$ cat config.mk
export PLATFORM = sky130hd
export DESIGN_NAME = adc_serial_responder
export DESIGN_NICKNAME = d
export VERILOG_FILES = /design/src/rtl/adc_serial_responder.sv
export SDC_FILE = /design/constraint.sdc
export NUM_CORES = 1
export LEC_CHECK = 0
export ABC_AREA = 1
export CAP_MARGIN = 15
export CORE_MARGIN = 5
export CORE_UTILIZATION = 45
export DETAILED_ROUTE_END_ITERATION = 7
export PLACE_DENSITY = 0.71
export SYNTH_ARGS = -nofsm -noshare
export SYNTH_HDL_FRONTEND = slang
export SYNTH_SLANG_ARGS = --single-unit
$ cat constraint.sdc
create_clock -name clk -period 1.65 [get_ports clk]
set_clock_uncertainty 0.2 [all_clocks]
set_input_delay 0.33 -clock clk [delete_from_list [all_inputs] [get_ports clk]]
set_output_delay 0.33 -clock clk [all_outputs]
set_load 0.05 [all_outputs]
$ cat src/rtl/adc_serial_responder.sv
// Responder end of a cs/sclk/sdata serial-ADC link: parallel samples arrive on a
// valid/ready port and are shifted out MSB-first in a zero-padded frame per cs-low.
module adc_serial_responder #(
  parameter int DATA_W  = 12,
  parameter int FRAME_W = 16,
  parameter bit SYNC_EN = 1'b0
) (
  input  logic              clk,
  input  logic              rst,
  input  logic              cs,
  input  logic              sclk,
  output logic              sdata,
  input  logic [DATA_W-1:0] sample_in,
  input  logic              sample_valid,
  output logic              sample_ready,
  output logic              frame_done,
  output logic              frame_abort,
  output logic              underrun
);

  localparam int CNT_W = (FRAME_W > 1) ? $clog2(FRAME_W) : 1;

  typedef enum logic [1:0] {
    IDLE,
    SHIFT,
    DONE
  } state_t;

  state_t             state;
  logic               cs_now;
  logic               sclk_now;
  logic               cs_q;
  logic               sclk_q;
  logic               cs_fall;
  logic               cs_rise;
  logic               sclk_rise;
  logic [DATA_W-1:0]  pending;
  logic               pending_full;
  logic [DATA_W-1:0]  last;
  logic [DATA_W-1:0]  frame_src;
  logic [FRAME_W-1:0] frame_word;
  logic [FRAME_W-1:0] frame_reg;
  logic [CNT_W-1:0]   count;

  // Optional two-flop synchronizers; reset loads the live pin level so that
  // releasing reset never manufactures an edge.
  if (SYNC_EN) begin : g_sync
    logic [1:0] cs_meta;
    logic [1:0] sclk_meta;

    always_ff @(posedge clk) begin
      if (rst) begin
        cs_meta   <= {2{cs}};
        sclk_meta <= {2{sclk}};
      end else begin
        cs_meta   <= {cs_meta[0], cs};
        sclk_meta <= {sclk_meta[0], sclk};
      end
    end

    assign cs_now   = cs_meta[1];
    assign sclk_now = sclk_meta[1];
  end else begin : g_direct
    assign cs_now   = cs;
    assign sclk_now = sclk;
  end

  assign cs_fall   = cs_q & ~cs_now;
  assign cs_rise   = ~cs_q & cs_now;
  assign sclk_rise = ~sclk_q & sclk_now;

  assign sample_ready = ~pending_full;

  // A frame carries the fresh sample if one is waiting, otherwise it repeats the last one.
  assign frame_src  = pending_full ? pending : last;
  assign frame_word = FRAME_W'(frame_src);

  // NOTE: all state below uses non-blocking assignments so every register samples
  // the same pre-edge values; blocking here would make results depend on statement order.
  always_ff @(posedge clk) begin
    if (rst) begin
      state        <= IDLE;
      sdata        <= 1'b0;
      frame_done   <= 1'b0;
      frame_abort  <= 1'b0;
      underrun     <= 1'b0;
      count        <= '0;
      frame_reg    <= '0;
      cs_q         <= cs;
      sclk_q       <= sclk;
      // NOTE: the sample registers are reset too, because an underrun right after
      // reset must transmit a defined all-zero frame rather than stale data.
      pending      <= '0;
      pending_full <= 1'b0;
      last         <= '0;
    end else begin
      cs_q        <= cs_now;
      sclk_q      <= sclk_now;
      frame_done  <= 1'b0;
      frame_abort <= 1'b0;
      underrun    <= 1'b0;

      if (sample_valid && sample_ready) begin
        pending      <= sample_in;
        pending_full <= 1'b1;
      end

      case (state)
        IDLE: begin
          sdata <= 1'b0;
          if (cs_fall) begin
            frame_reg <= frame_word;
            sdata     <= frame_word[FRAME_W-1];
            count     <= CNT_W'(FRAME_W - 1);
            state     <= SHIFT;
            if (pending_full) begin
              last         <= pending;
              pending_full <= 1'b0;
            end else begin
              underrun <= 1'b1;
            end
          end
        end

        SHIFT: begin
          if (cs_rise) begin
            frame_abort <= 1'b1;
            sdata       <= 1'b0;
            state       <= IDLE;
          end else if (sclk_rise) begin
            if (count == '0) begin
              frame_done <= 1'b1;
              sdata      <= 1'b0;
              state      <= DONE;
            end else begin
              count <= count - 1'b1;
              sdata <= frame_reg[count - 1'b1];
            end
          end
        end

        DONE: begin
          sdata <= 1'b0;
          if (cs_rise) begin
            state <= IDLE;
          end
        end

        default: begin
          sdata <= 1'b0;
          state <= IDLE;
        end
      endcase
    end
  end

endmodule

[Word level (Yosys, flattened, before mapping)]
Cells that the tools add are included.
Storage, ports and cells
  flip-flop bits (word level): 37
  input bits: 17
  output and inout port bits: 5
  word-level logic and storage cells: 66
Cells by class
  add/sub/neg operators: 1
  magnitude comparators: 1
  eq/ne operators: 9
  mux-type cells: 22
  bitwise logic cells: 11
  reduce and logical (&&, ||, !) cells: 11
Operators by type and width (number)
  4-bit two-way mux: 4
  12-bit two-way mux: 1
  2-bit two-way mux: 5
  2-bit inequality test, second input constant: 5
  1-bit two-way mux: 9
  1-bit inverter: 8
  4-bit case mux with 2 select lines: 1
  3-bit inequality test, second input constant: 2
  2-bit case mux with 3 select lines: 1
  3-bit OR reduction: 2
  4-bit by 5-bit less-than comparator with 1-bit output, second input constant: 1
  5-bit AND reduction: 1
  1-bit binary-select mux with 4-bit select: 1
  4-bit logical NOT: 1
  4-bit AND reduction: 1
  4-bit OR reduction: 1
  4-bit by 1-bit subtractor with 4-bit output, second input constant: 1
  1-bit bitwise AND: 3
  3-bit AND reduction: 1
  2-bit by 1-bit equality test with 1-bit output, second input constant: 1
  2-bit equality test, second input constant: 1
  2-bit logical NOT: 1
  2-bit nonzero test: 1
  2-bit OR reduction: 1
  1-bit logical AND: 1

[Depth between registers and ports, before layout]
Gate-level depths: netlist of run 1.
  depth in word-level cells: 6
  mapped depth: 10
  depth with buffers taken out: 9

[Worst setup path before layout of run 1]
OpenSTA, ideal clock, no wires.
  kind: reg2reg
  start point: reg count[0]
  end point: reg sdata
  setup time: 0.070 ns
  data arrival time: 1.299 ns
  required time: 1.380 ns
  slack: 0.082 ns
  stages on the path, launching flop included: 11
  path buffers: 1
  period minus slack after synthesis: 1.568 ns
  path through: dfxtp_1 -> buf_4 -> inv_4 -> ha_1 -> inv_1 -> nand3_1 -> nand2_1 -> nand2_1 -> nand2_1 -> nand3_1 -> a21oi_1
On the way
  longest elaborated chain between the ends: 4
  elaborated cells on any way between the ends: 5
  classes of those cells: add/sub: 1; mux: 3; reduce/logical: 1
RTL lines
  from (decl): line 43  | logic [CNT_W-1:0] count;
  from (signal assigned): line 114  | count <= CNT_W'(FRAME_W - 1);
  from (signal assigned): line 136  | count <= count - 1'b1;
  4-bit by 1-bit subtractor with 4-bit output: line 137  | sdata <= frame_reg[count - 1'b1];
  1-bit binary-select mux with 4-bit select: line 137
  1-bit two-way mux (implied by the code): line 137
  1-bit two-way mux *: line 131  | if (count == '0) begin
  to (signal assigned): line 113  | sdata <= frame_word[FRAME_W-1];
  to (signal assigned): line 137
  to (decl): line 12  | output logic sdata,
Every way passes the cells marked *; elsewhere a longest branch is shown, timed or not. The select of a mux whose other input is x is not followed.
A chain may end at the register's enable or synchronous reset.

[Worst setup path in the final report of run 1]
  start point: reg count[1]
  end point: reg sdata
The elaborated chain is that of the path after synthesis.

==> impl_metrics.env, run 1 <==
export IMPL_crit_slowest_cell="dfxtp_1"
export IMPL_synthXorXnorAreaFrac=0
export IMPL_cts_max_level=2
export IMPL_fmax_ghz=0.653
export IMPL_fp_row_count=21
export IMPL_async_flop_share=0
export IMPL_die_w_um=68.3
export IMPL_fillCellCount=298
export IMPL_finalCriticalPeriod_ns=1.53
export IMPL_synth_compound_area_share=0.141
export IMPL_worstSetupStartpointType="register"
export IMPL_synth_top_family_by_area="simple AND/OR/NAND/NOR gates"
export IMPL_synth_edf_count=0
export IMPL_cts_num_sinks=37
export IMPL_status="finished, final reports clean"
export IMPL_rsz0062_at_grt="no"
export IMPL_seq_area_sq_um=742
export IMPL_synth_fp_nets=217
export IMPL_antenna_found_initial=0
export IMPL_die_height_um=68.3
export IMPL_grt_pass1_vias=1153
export IMPL_grt_ovfl_total=0
export IMPL_clk_pin_slew_ns=0.10
export IMPL_crit_path_max_incr_delay_ns=0.35
export IMPL_path_class="reg -> reg"
export IMPL_critPathLaunch="count[1]"
export IMPL_ys_seq_elements=37
export IMPL_crit_top_cell="nand3_1"
export IMPL_synth_most_common_cell="nor2_1"
export IMPL_crit_chain="inv_1, ha_4, inv_1, nand3_1, nand3_1, nand3_1, nand3_1, a21oi_1"
export IMPL_synthMuxAreaShare=0
export IMPL_ys_seq_area_frac=0.484
export IMPL_synth_ff_type="dfxtp_1"
export IMPL_routed_via_density=4.66
export IMPL_synth_commonest_cells="nor2_1 (39), dfxtp_1 (37), nand2_1 (25)"
export IMPL_leakage_uw=0.000840
export IMPL_synth_area_leader_cell="dfxtp_1"
export IMPL_maxCapViolations=0
export IMPL_fin_ws_ns=0.119
export IMPL_start_util=0.462
export IMPL_io_pins=22
export IMPL_period_share=0.928
export IMPL_hold_buffers=0
export IMPL_dr_pass1_iters=4
export IMPL_min_path_type="in -> reg"
export IMPL_vias=1276
export IMPL_areaGrowthSynthToFinish_pct=28.5
export IMPL_path_max_fanout=5
export IMPL_drc_errors=0
export IMPL_core_sq_um=3310
export IMPL_synthSimpleGateAreaFrac=0.287
export IMPL_drv_slew=0
export IMPL_ys_warnings_count=0
export IMPL_tritoncts="yes"
export IMPL_portBuffers=21
export IMPL_arrival_ns=1.60
export IMPL_worst_pin_slew_ns=0.365
export IMPL_synth_area_leaders="dfxtp_1 (48%), nor2_1 (9.6%), o21ai_0 (6.9%)"
export IMPL_worstHoldStart="cs"
export IMPL_netlist_area_sq_um=1530
export IMPL_wl_per_cell_um=10.1
export IMPL_drive_above_1_share=0.193
export IMPL_cts_setup_buffers=0
export IMPL_synth_distinct_cells=28
export IMPL_synth_cells=199
export IMPL_final_hold_viol_count=0
export IMPL_setup_viol=0
export IMPL_clock_path_buffers=2
export IMPL_grt_pass1_wl_um=4860
export IMPL_grt_usage=0.141
export IMPL_setup_worst_path_end_class="register"
export IMPL_yosysTopAreaCellShare=0.484
export IMPL_dp_hpwl_um=2020
export IMPL_required_ns=1.72
export IMPL_slew_headroom=0.756
export IMPL_vdd_drop_max_mv=0.542
export IMPL_diodes=0
export IMPL_cts_made_buffers=5
export IMPL_synth_adder_area_share=0.00818
export IMPL_grt_max_degree=17
export IMPL_place_congestion=0.864
export IMPL_synth_avg_cell_area_sq_um=7.69
export IMPL_insertion_delay_ns=0.34
export IMPL_antenna_left=0
export IMPL_finalNetCount=245
export IMPL_r2r_start="count[1]"
export IMPL_dieArea_sq_um=4670
export IMPL_routed_wl_um=2770
export IMPL_root_buffer="clkbuf_4"
export IMPL_powerDensity_nw_per_um2=930
export IMPL_tns_ns=0
export IMPL_drt_iter0_markers=50
export IMPL_preCtsSetupSlack_ns=-0.233
export IMPL_multi_input_area_sq_um=687
final timing paths:
path / to / cells after the start / slack, ns
min: cs_q / 1 / 0.27
max: sdata / 8 / 0.12
max reg2reg: sdata / 8 / 0.12
min reg2reg: underrun / 1 / 0.28
critical path: cells and delay by family, from the launching register on:
kind,cells,cell delay [ns]
DFF,1,0.35
and+or+nand+nor,4,0.33
adders and majority gates,1,0.31
buffers and inverters,2,0.17
AOI/OAI and AO/OA,1,0.12
report_power, final:
group          internal [uW]  switching [uW]
registers                946            31.9
logic                    143             169
clock network            247             292
stage by stage:
| stage | instance area (sq um) | total power, uW | instances | hold WS, ns | util |
|---|---|---|---|---|---|
| global placement | 1870 | 1290 | 266 | 0.252 | 0.566 |
| global route | 1970 | 1940 | 274 | 0.220 | 0.594 |
| finish | 1970 | 1830 | 274 | 0.269 | 0.594 |
| floorplan | 1530 | 1190 | 199 | 0.158 | - |
| detailed placement | 1870 | 1300 | 266 | 0.251 | 0.566 |
| CTS | 1950 | 1840 | 274 | 0.241 | 0.588 |
final cells by class:
type                       count  area share
sequential                    37       0.377
timing repair buffer          28       0.165
tap                           46      0.0293
clock buffer                   7      0.0331
multi-input combinational    134       0.349
clock inverter                 1     0.00255
inverter                      21      0.0426
metal layers:
layer,part of all wire,global-route usage,up-vias
met5,0,0,-
met4,0.015,0.0670,0
met3,0.048,0.0542,5
met2,0.46,0.220,22
met1,0.48,0.169,558
li1,-,-,691
repair_timing:
action | CTS | global route
cloned | 0 | 0
endpoints found under the setup margin | 1 | 5
resized for setup | 1 | 4
cells by family (layout without fill, tap and decap cells):
family / Yosys count / in the layout
and+or+nand+nor: 93 / 93
AOI/OAI and AO/OA: 40 / 40
DFF: 37 / 37
buffers and inverters: 28 / 57
adders and majority gates: 1 / 1
cell usage in the layout, fill, tap and decap left out, drive strengths merged:
cell and count:
nor2 47, ha 1, clkinv 2, nand3b 1, nand2 27, nand3 11
buf 12, clkdlybuf4s50 16, or2 2, o21ai 30, nor3 3, nand4 2
a21oi 10, inv 20, dfxtp 37, clkbuf 7
No activity file was read; power rests on OpenSTA's default activity.
==> inputs of run 2 (changes only) <==
- PLACE_DENSITY: 0.71 -> 0.76
==> run 2 against run 1 <==
  * Sequential cell count unchanged
  * Clock-buffer cell count unchanged
  * Maximum frequency decreased by 0.81%
  * Critical path depth unchanged
  * Global-route usage decreased by 0.42 points
  * Design area increased by 0.51%
  * First-iteration DRC count decreased by 4.0%
  * Wire length increased by 2.8%
  * Utilization increased by 0.30 points
  * Worst setup slack got worse by 0.012 ns
  * Sequential power about the same
  * Register-to-register slack improved by 0.02 ns
  * Largest power group unchanged
==> impl_metrics.env, run 2 (synthesized netlist as in run 1, its figures left out) <==
export IMPL_grt_use_met3=0.0394
export IMPL_tns_ns=0
export IMPL_drv_slew=0
export IMPL_arrival_ns=1.60
export IMPL_period_share=0.935
export IMPL_layout_common_cells="nor2_1 (38), dfxtp_1 (36), nand2_1 (24), o21ai_0 (21), clkdlybuf4s50_1 (16)"
export IMPL_swShare=0.252
export IMPL_clock_path_buffers=2
export IMPL_start_util=0.462
export IMPL_grt_use_met2=0.238
export IMPL_io_pins=22
export IMPL_path_class="in -> reg"
export IMPL_worstSetupStartpointType="primary input"
export IMPL_cp_depth=8
export IMPL_fp_row_count=21
export IMPL_setup_viol=0
export IMPL_grt_max_degree=32
export IMPL_r2r_start="count[1]"
export IMPL_worst_pin_slew_ns=0.362
export IMPL_internal_power_uw=1450
export IMPL_seqPwrFrac=0.504
export IMPL_finalNetCount=244
export IMPL_required_ns=1.71
export IMPL_antenna_found_initial=0
export IMPL_power_frac_comb=0.164
export IMPL_vias=1285
export IMPL_setup_worst_path_end_class="register"
export IMPL_crit_top_cell="nand2_2"
export IMPL_diodes=0
export IMPL_crit_chain="clkdlybuf4s50_1, inv_1, or2_1, nor2_2, nand2_2, nand2_2, o21ai_1, a21oi_1"
export IMPL_drt_iter0_markers=48
export IMPL_grt_pass1_wl_um=4730
export IMPL_status="finished, final reports clean"
export IMPL_cts_made_buffers=5
export IMPL_vdd_drop_max_mv=0.646
export IMPL_maxCapViolations=0
export IMPL_slew_headroom=0.758
export IMPL_r2r_cells=9
export IMPL_drive_above_1_share=0.198
export IMPL_portBuffers=21
export IMPL_path_delay_family="simple AND/OR/NAND/NOR gates"
export IMPL_dr_pass1_iters=4
export IMPL_finalCriticalPeriod_ns=1.54
export IMPL_min_path_type="in -> reg"
export IMPL_cts_max_level=2
export IMPL_crit_path_max_incr_delay_ns=0.47
export IMPL_crit_slowest_cell="clkdlybuf4s50_1"
export IMPL_clk_pin_slew_ns=0.11
export IMPL_fmax_ghz=0.648
export IMPL_grt_usage=0.137
export IMPL_mostFrequentLayoutCell="nor2_1"
export IMPL_rr_endpoint="sdata"
export IMPL_antenna_left=0
export IMPL_path_buf_inv=2
export IMPL_p_sw_uw=489
export IMPL_powerDensity_nw_per_um2=983
export IMPL_root_buffer="clkbuf_4"
export IMPL_grt_ovfl_total=0
export IMPL_critPathLaunch="sclk"
export IMPL_rsz0062_at_grt="no"
export IMPL_worst_r2r_setup_slack_ns=0.14
export IMPL_die_height_um=68.3
export IMPL_dpl_cell_area_sq_um=1870
export IMPL_crit_path_end="count[2]"
export IMPL_dieArea_sq_um=4670
export IMPL_finalInstanceArea_sq_um=1980
export IMPL_drc_errors=0
export IMPL_insertion_delay_ns=0.33
export IMPL_final_hold_viol_count=0
export IMPL_grt_pass1_vias=1179
export IMPL_routed_via_density=4.71
export IMPL_wl_per_cell_um=10.4
export IMPL_tritoncts="yes"
export IMPL_areaGrowthSynthToFinish_pct=29.1
export IMPL_leakage_uw=0.000840
export IMPL_grt_busiest_layer="met2"
export IMPL_path_max_fanout=4
export IMPL_dp_hpwl_um=1900
export IMPL_core_sq_um=3310
export IMPL_routed_wl_um=2850
export IMPL_grt_use_met1=0.143
export IMPL_place_congestion=0.789
export IMPL_p_clk_frac=0.332
export IMPL_cts_num_sinks=37
export IMPL_die_w_um=68.3
## run 2: changes by cell type in the layout (fill, tap and decap cells not counted), sizes merged
cell	before	now
clkinv	2	1
bufinv	0	1
buf	12	11
## run 2: worst min path at each step
stage / depth (start not counted) / to / start / slack (ns)
after global routing: 1 / sclk_q / sclk / 0.24
after floorplan: 0 / cs_q / cs / 0.16
final: 1 / sclk_q / sclk / 0.27
after CTS: 1 / sclk_q / sclk / 0.26
after global placement: 1 / underrun / pending_full / 0.25
after detailed placement: 1 / underrun / pending_full / 0.25
## run 2: power by group through the flow
stage / registers [uW] / logic, uW / clock network, uW
after detailed placement: 997 / 299 / 0
after global placement: 996 / 294 / 0
final: 978 / 319 / 645
after floorplan: 994 / 197 / 0
after global routing: 985 / 355 / 704
after CTS: 977 / 305 / 662
## run 2: cell type report
class,instances,area (sq um)
timing repair buffer,27,318
clock inverter,1,30.0
multi-input combinational,134,689
clock buffer,7,55.1
inverter,21,83.8
sequential,37,742
tap,46,57.6
fill,313,1340
## run 2: routing by layer
layer / vias to the layer above / wire (um)
li1: 690 / -
met1: 567 / 1260
met2: 22 / 1400
met3: 6 / 111
met4: 0 / 82
met5: - / 0
## run 2: metrics by stage
stage | power, uW | setup slack, ns | hold WS [ns] | util | cells
finish | 1940 | 0.107 | 0.267 | 0.597 | 273
detailed placement | 1300 | -0.233 | 0.253 | 0.564 | 265
global route | 2040 | 0.00472 | 0.239 | 0.597 | 273
global placement | 1290 | -0.172 | 0.252 | 0.564 | 265
CTS | 1940 | 0.00415 | 0.257 | 0.590 | 273
floorplan | 1190 | 0.0815 | 0.158 | - | 199
## run 2: worst register-to-register path: stages (launching register included)
cell and delay (ns):
dfxtp_1 0.37, inv_2 0.07, ha_4 0.24, inv_2 0.08, nand3_1 0.10, nand2_1 0.08
nand2_1 0.05, nand2_1 0.07, nand3_1 0.08, a21oi_1 0.11
## run 2: repair_timing
action	in CTS	in global routing
hold buffers	0	0
gates resized for setup	2	6
pin swaps	0	0
endpoints found under the setup margin	1	5
buffers inserted	0	0
